File: config.mk
export PLATFORM = sky130hd
export DESIGN_NAME = hazard_stall_ctrl_flat
export DESIGN_NICKNAME = d
export VERILOG_FILES = /design/src/rtl/hazard_stall_ctrl_pkg.sv /design/src/rtl/hazard_stall_ctrl_if.sv /design/src/rtl/hazard_stall_ctrl_perf_cnt.sv /design/src/rtl/hazard_stall_ctrl.sv /design/src/flat_wrapper.sv
export SDC_FILE = /design/constraint.sdc
export NUM_CORES = 1
export LEC_CHECK = 0
export CAP_MARGIN = 20
export CORE_AREA = 2 2 39 41
export DETAILED_ROUTE_END_ITERATION = 8
export DIE_AREA = 0 0 41 43
export GPL_TIMING_DRIVEN = 0
export PLACE_DENSITY = 0.74
export SLEW_MARGIN = 20
export SYNTH_ARGS = -nofsm -noshare
export SYNTH_HDL_FRONTEND = slang
export SYNTH_HIERARCHICAL = 1
export SYNTH_SLANG_ARGS = --single-unit
File: constraint.sdc
create_clock -name clk -period 3.7 [get_ports clk]
set_input_delay 0.555 -clock clk [delete_from_list [all_inputs] [get_ports clk]]
set_output_delay 0.555 -clock clk [all_outputs]
set_load 0.02 [all_outputs]
File: src/rtl/hazard_stall_ctrl_pkg.sv
// hazard_stall_ctrl_pkg: shared FSM states and widths for the pipeline sequencing controller
package hazard_stall_ctrl_pkg;
   typedef enum logic {HZ_RUN = 1'b0, HZ_MD_WAIT = 1'b1} hz_state_t;
   localparam int CNT_WIDTH = 4;
   localparam int MULDIV_LATENCY_DEF = 4;
   localparam int PERF_CNT_WIDTH = 32;
endpackage

File: src/rtl/hazard_stall_ctrl_if.sv
// hazard_stall_ctrl_if: hazard inputs from ID/EX and pipeline enable/flush controls
interface hazard_stall_ctrl_if #(parameter int REG_ADDR_WIDTH = 5);
   logic [REG_ADDR_WIDTH-1:0] ID_rs1;
   logic [REG_ADDR_WIDTH-1:0] ID_rs2;
   logic [REG_ADDR_WIDTH-1:0] ID_EX_rd;
   logic ID_uses_rs1;
   logic ID_uses_rs2;
   logic ID_EX_MemRead;
   logic ID_EX_muldiv;
   logic EX_branch_taken;
   logic PC_write;
   logic IF_ID_write;
   logic IF_ID_flush;
   logic ID_EX_write;
   logic ID_EX_flush;
   logic EX_MEM_bubble;
   logic muldiv_busy;
   modport master (
      output ID_rs1, ID_rs2, ID_EX_rd, ID_uses_rs1, ID_uses_rs2, ID_EX_MemRead, ID_EX_muldiv, EX_branch_taken,
      input  PC_write, IF_ID_write, IF_ID_flush, ID_EX_write, ID_EX_flush, EX_MEM_bubble, muldiv_busy
   );
   modport slave (
      input  ID_rs1, ID_rs2, ID_EX_rd, ID_uses_rs1, ID_uses_rs2, ID_EX_MemRead, ID_EX_muldiv, EX_branch_taken,
      output PC_write, IF_ID_write, IF_ID_flush, ID_EX_write, ID_EX_flush, EX_MEM_bubble, muldiv_busy
   );
endinterface

File: src/rtl/hazard_stall_ctrl_perf_cnt.sv
// hazard_perf_cnt: free-running stall-cycle and flush-event counters (HAZARD_PERF_CNT_EN builds only)
module hazard_perf_cnt
   import hazard_stall_ctrl_pkg::*;
(
   input  logic                      clk,
   input  logic                      rst_n,
   input  logic                      stall,
   input  logic                      flush,
   output logic [PERF_CNT_WIDTH-1:0] stall_cycles,
   output logic [PERF_CNT_WIDTH-1:0] flush_events
);
   always_ff @(posedge clk or negedge rst_n)
      if (!rst_n) begin
         stall_cycles <= '0;
         flush_events <= '0;
      end else begin
         stall_cycles <= stall_cycles + PERF_CNT_WIDTH'(stall);
         flush_events <= flush_events + PERF_CNT_WIDTH'(flush);
      end
endmodule

File: src/rtl/hazard_stall_ctrl.sv
// hazard_stall_ctrl: load-use bubble, taken-branch flush and counted mul/div freeze for the 5-stage core.
// Define HAZARD_PERF_CNT_EN to add the stall_cycles/flush_events counters.
module hazard_stall_ctrl
   import hazard_stall_ctrl_pkg::*;
#(
   parameter int REG_ADDR_WIDTH = 5,
   parameter int MULDIV_LATENCY = MULDIV_LATENCY_DEF
) (
   input  logic                 clk,
   input  logic                 rst_n,
   hazard_stall_ctrl_if.slave   hz
`ifdef HAZARD_PERF_CNT_EN
   ,
   output logic [PERF_CNT_WIDTH-1:0] stall_cycles,
   output logic [PERF_CNT_WIDTH-1:0] flush_events
`endif
);
   hz_state_t state, state_n;
   logic [CNT_WIDTH-1:0] cnt, cnt_n;
   logic [REG_ADDR_WIDTH-1:0] rd;
   logic run, wait_st, load_use, md_start, br, lu, freeze;
   assign rd = hz.ID_EX_rd;
   assign load_use = hz.ID_EX_MemRead && rd != '0 &&
                     ((hz.ID_uses_rs1 && rd == hz.ID_rs1) || (hz.ID_uses_rs2 && rd == hz.ID_rs2));
   // Everything is gated by rst_n so outputs take their reset values combinationally.
   assign run      = rst_n && state == HZ_RUN;
   assign wait_st  = rst_n && state == HZ_MD_WAIT;
   assign md_start = run && hz.ID_EX_muldiv;
   assign br       = run && !hz.ID_EX_muldiv && hz.EX_branch_taken;
   assign lu       = run && !hz.ID_EX_muldiv && !hz.EX_branch_taken && load_use;
   assign freeze   = md_start || (wait_st && cnt != '0);
   assign hz.PC_write      = !(freeze || lu);
   assign hz.IF_ID_write   = !(freeze || lu);
   assign hz.ID_EX_write   = !freeze;
   assign hz.IF_ID_flush   = br;
   assign hz.ID_EX_flush   = br || lu;
   assign hz.EX_MEM_bubble = freeze;
   assign hz.muldiv_busy   = wait_st;
   always_ff @(posedge clk or negedge rst_n)
      if (!rst_n) begin
         state <= HZ_RUN;
         cnt   <= '0;
      end else begin
         state <= state_n;
         cnt   <= cnt_n;
      end
   // The release cycle (MD_WAIT, cnt==0) returns to RUN without re-arming on the same instruction.
   always_comb begin
      state_n = state;
      cnt_n   = cnt;
      if (md_start) begin
         state_n = HZ_MD_WAIT;
         cnt_n   = CNT_WIDTH'(MULDIV_LATENCY - 2);
      end else if (state == HZ_MD_WAIT) begin
         state_n = cnt == '0 ? HZ_RUN : HZ_MD_WAIT;
         cnt_n   = cnt == '0 ? cnt : cnt - 1'b1;
      end
   end
`ifdef HAZARD_PERF_CNT_EN
   hazard_perf_cnt u_perf (
      .clk          (clk),
      .rst_n        (rst_n),
      .stall        (!hz.PC_write),
      .flush        (hz.IF_ID_flush),
      .stall_cycles (stall_cycles),
      .flush_events (flush_events)
   );
`endif
endmodule

File: src/flat_wrapper.sv
// flat-port wrapper written by rule: the top's interface ports become plain ports
module hazard_stall_ctrl_flat import hazard_stall_ctrl_pkg::*;
#(
   parameter int REG_ADDR_WIDTH = 5,
   parameter int MULDIV_LATENCY = MULDIV_LATENCY_DEF
)
  (clk, rst_n, hz_ID_rs1, hz_ID_rs2, hz_ID_EX_rd, hz_ID_uses_rs1, hz_ID_uses_rs2, hz_ID_EX_MemRead, hz_ID_EX_muldiv, hz_EX_branch_taken, hz_PC_write, hz_IF_ID_write, hz_IF_ID_flush, hz_ID_EX_write, hz_ID_EX_flush, hz_EX_MEM_bubble, hz_muldiv_busy);
  hazard_stall_ctrl_if #(.REG_ADDR_WIDTH(REG_ADDR_WIDTH)) hz_i ();
  input  logic clk;
  input  logic rst_n;
  input wire logic [$bits(hz_i.ID_rs1)-1:0] hz_ID_rs1;
  input wire logic [$bits(hz_i.ID_rs2)-1:0] hz_ID_rs2;
  input wire logic [$bits(hz_i.ID_EX_rd)-1:0] hz_ID_EX_rd;
  input wire logic [$bits(hz_i.ID_uses_rs1)-1:0] hz_ID_uses_rs1;
  input wire logic [$bits(hz_i.ID_uses_rs2)-1:0] hz_ID_uses_rs2;
  input wire logic [$bits(hz_i.ID_EX_MemRead)-1:0] hz_ID_EX_MemRead;
  input wire logic [$bits(hz_i.ID_EX_muldiv)-1:0] hz_ID_EX_muldiv;
  input wire logic [$bits(hz_i.EX_branch_taken)-1:0] hz_EX_branch_taken;
  output wire logic [$bits(hz_i.PC_write)-1:0] hz_PC_write;
  output wire logic [$bits(hz_i.IF_ID_write)-1:0] hz_IF_ID_write;
  output wire logic [$bits(hz_i.IF_ID_flush)-1:0] hz_IF_ID_flush;
  output wire logic [$bits(hz_i.ID_EX_write)-1:0] hz_ID_EX_write;
  output wire logic [$bits(hz_i.ID_EX_flush)-1:0] hz_ID_EX_flush;
  output wire logic [$bits(hz_i.EX_MEM_bubble)-1:0] hz_EX_MEM_bubble;
  output wire logic [$bits(hz_i.muldiv_busy)-1:0] hz_muldiv_busy;
  assign hz_i.ID_rs1 = hz_ID_rs1;
  assign hz_i.ID_rs2 = hz_ID_rs2;
  assign hz_i.ID_EX_rd = hz_ID_EX_rd;
  assign hz_i.ID_uses_rs1 = hz_ID_uses_rs1;
  assign hz_i.ID_uses_rs2 = hz_ID_uses_rs2;
  assign hz_i.ID_EX_MemRead = hz_ID_EX_MemRead;
  assign hz_i.ID_EX_muldiv = hz_ID_EX_muldiv;
  assign hz_i.EX_branch_taken = hz_EX_branch_taken;
  assign hz_PC_write = hz_i.PC_write;
  assign hz_IF_ID_write = hz_i.IF_ID_write;
  assign hz_IF_ID_flush = hz_i.IF_ID_flush;
  assign hz_ID_EX_write = hz_i.ID_EX_write;
  assign hz_ID_EX_flush = hz_i.ID_EX_flush;
  assign hz_EX_MEM_bubble = hz_i.EX_MEM_bubble;
  assign hz_muldiv_busy = hz_i.muldiv_busy;
  hazard_stall_ctrl #(.REG_ADDR_WIDTH(REG_ADDR_WIDTH), .MULDIV_LATENCY(MULDIV_LATENCY)) u_core (.clk(clk), .rst_n(rst_n), .hz(hz_i));
endmodule
==> impl_metrics.yaml <==
timing:
  setup_viol: 0
  whs_ps: 533.6
  min_period_ps: 3211
  relSlewSlack: 0.7893
  period_share: 0.8679
  clock.fmax_mhz: 311.4
  fin_skew_ps: 4.039
  fin_setup_tns_ps: 0
  finalHoldViolCount: 0
  slew_violations: 0
  rsz0062_at_grt: "no"
  tightest_slew_ps: 315.4
cells_and_area:
  nFillCells: 137
  area_growth_pct: 75.43
  final_common_cell: "clkdlybuf4s50_1"
  num_antenna_cells: 0
  layout-drive-gt1-share: 0.07317
  multiInputGateArea_sq_um: 281.5
  final_cell_mix: "clkdlybuf4s50_1, xnor2_1, dfrtp_1"
  ff_latch_area_sq_um: 125.1
  finalNonFillerCells: 98
  nNetsFinal: 106
setup_path:
  startpoint_type: "input pin"
  crit_path_end_kind: "output port"
  crit_chain: "clkdlybuf4s50_1 > or3_1 > o311a_1 > a31oi_1 > buf_4 > clkdlybuf4s50_1"
  cp_common_cell: "clkdlybuf4s50_1"
  crit_path_max_incr_delay_ps: 590
  cpMaxStageDelayCell: "clkdlybuf4s50_1"
  worstSetupPathType: "in -> out"
  rr_worst_depth: 6
  crit_required_ps: 3140
  crit_fanout: 3
  cp.arrival_ps: 2660
route:
  dr_total_vias: 458
  drt_iter0_drc: 1
  drt-total-wl_microns: 1002
  first_pass_iters: 2
  wl_per_cell_microns: 10.22
  ant_nets: 0
  drc_errors: 0
  routed_via_density: 4.673
power_and_ir_drop:
  leakage_nw: 0.3205
  p_per_area_nw_per_um2: 557.2
  ir_worst_vdd_v: 0.0002581
  power.total_mw: 0.4232
clocking:
  clkTransAtPathRegs_ps: 40
  h-tree-depth: 1
  cts.sinks: 5
  clockBufferDepth: 2
  root_buffer: "clkbuf_4"
  postCtsSetupRepairBufs: 0
  numCtsBuffers: 3
  cts_hold_buf: 0
  ctsResizeCount: 0
  cts_tree: "yes"
  clk_latency_ps: 240
grt:
  grt_use_total: 0.1338
  grt_overflow: 0
  grt_max_degree: 9
  grt_first_pass_wirelength_microns: 1642
  grt_pass1_vias: 485
  antenna_found_initial: 0
logic_synthesis:
  synth_seq_cells: 5
  synthCells: 50
  ys_warn_count: 6
  synth_area_sq_um: 432.9
  synth_seq_area_share: 0.2890
  yosysUniqueCellTypes: 24
  synth.avg_cell_area_sq_um: 8.658
  syn-num-nets: 73
placed_design:
  dp_hpwl_microns: 906.3
  dp.cells: 94
  gp_congestion: 0.6762
  portBuffers: 28
run_status:
  status: "finished, final reports clean"
floorplanning:
  die_w_microns: 41
  io_pins: 29
  die_h_microns: 43
  die-area_sq_um: 1763
  start_util: 0.3128
  num_rows: 14
  core_area_sq_um: 1384
run:
  max_cap_violations: 0
hold_path:
  hold_class: "reg -> reg"
  hold_depth: 1
[path summary, 6_finish.rpt]
kind	endpoint	slack [ps]	from
worst max-delay path	hz_PC_write	490	hz_ID_EX_rd[0]
worst min-delay path	u_core/cnt[1]	530	u_core/cnt[1]
worst max register to register	u_core/cnt[1]	2130	u_core/cnt[0]
worst min register to register	u_core/cnt[1]	530	u_core/cnt[1]
max in group asynchronous	u_core/cnt[2]	2910	rst_n
min in group asynchronous	u_core/state	560	rst_n
[state kept, by name (all words and copies together) (netlist names)]
register and flops:
u_core/cnt 4, u_core/state 1
[kinds of logic (layout without fill, tap and decap cells)]
| group | count (synthesis) | after routing | share of synthesized area |
|---|---|---|---|
| AND/OR/NAND/NOR | 19 | 19 | 0.2515 |
| XOR/XNOR | 13 | 13 | 0.2630 |
| AO/OA/AOI/OAI | 6 | 6 | 0.1069 |
| buffers and inverters | 6 | 38 | 0.06068 |
| flip-flops | 5 | 5 | 0.2890 |
| adder cells (fa/ha/maj) | 1 | 1 | 0.02890 |
[power by group]
group	internal (mW)	switching, mW	total [mW]
Sequential	0.0843	0.0238	0.108
Clock	0.0408	0.0223	0.0630
Combinational	0.136	0.116	0.252
Total	0.261	0.162	0.423
[layer usage]
| metal | vias to the layer above | part of all wire | global-route usage |
|---|---|---|---|
| li1 | 231 | - | - |
| met1 | 204 | 0.36 | 0.1197 |
| met2 | 23 | 0.55 | 0.2625 |
| met3 | 0 | 0.093 | 0.01571 |
| met4 | 0 | 0 | 0.06000 |
| met5 | - | 0 | 0 |
[critical path, delay by kind of cell]
family	cells	cell delay [ps]
buffers and inverters	3	1190
AND/OR/NAND/NOR	1	390
AO/OA/AOI/OAI	2	520
[cells in the mapped netlist (all sizes together)]
library cell	n	area [sq um]
xnor2	11	96.34
nand3	2	10.01
buf	1	7.510
ha	1	12.51
or3b	1	11.26
o311a	1	10.01
dfrtp	5	125.1
xor2	2	17.52
or3	1	6.260
a21o	2	15.01
clkbuf	1	3.750
o22ai	1	6.260
and3b	1	8.760
inv	4	15.01
nor3	1	5.000
nor2	4	15.01
nand2b	1	6.260
nand2	3	13.77
a211o	1	8.760
nor3b	1	7.510
a31oi	1	6.260
and2	2	12.51
nand4	2	12.51
[metrics by stage]
stage	util	setup WS, ps	area (sq um)
2_1_floorplan	-	1215	432.9
3_3_place_gp	0.5298	508.9	733.2
3_5_place_dp	0.5298	471.0	733.2
4_1_cts	0.5488	471.0	759.5
5_1_grt	0.5488	341.2	759.5
6_report	0.5488	488.8	759.5
[layout make-up]
type / instances / area share
multi-input combinational: 39 / 0.3707
sequential: 5 / 0.1647
clock buffer: 4 / 0.03460
inverter: 4 / 0.01977
buffer: 2 / 0.01483
timing repair buffer: 28 / 0.3690
tap: 16 / 0.02636
No activity file was read; power rests on OpenSTA's default activity.
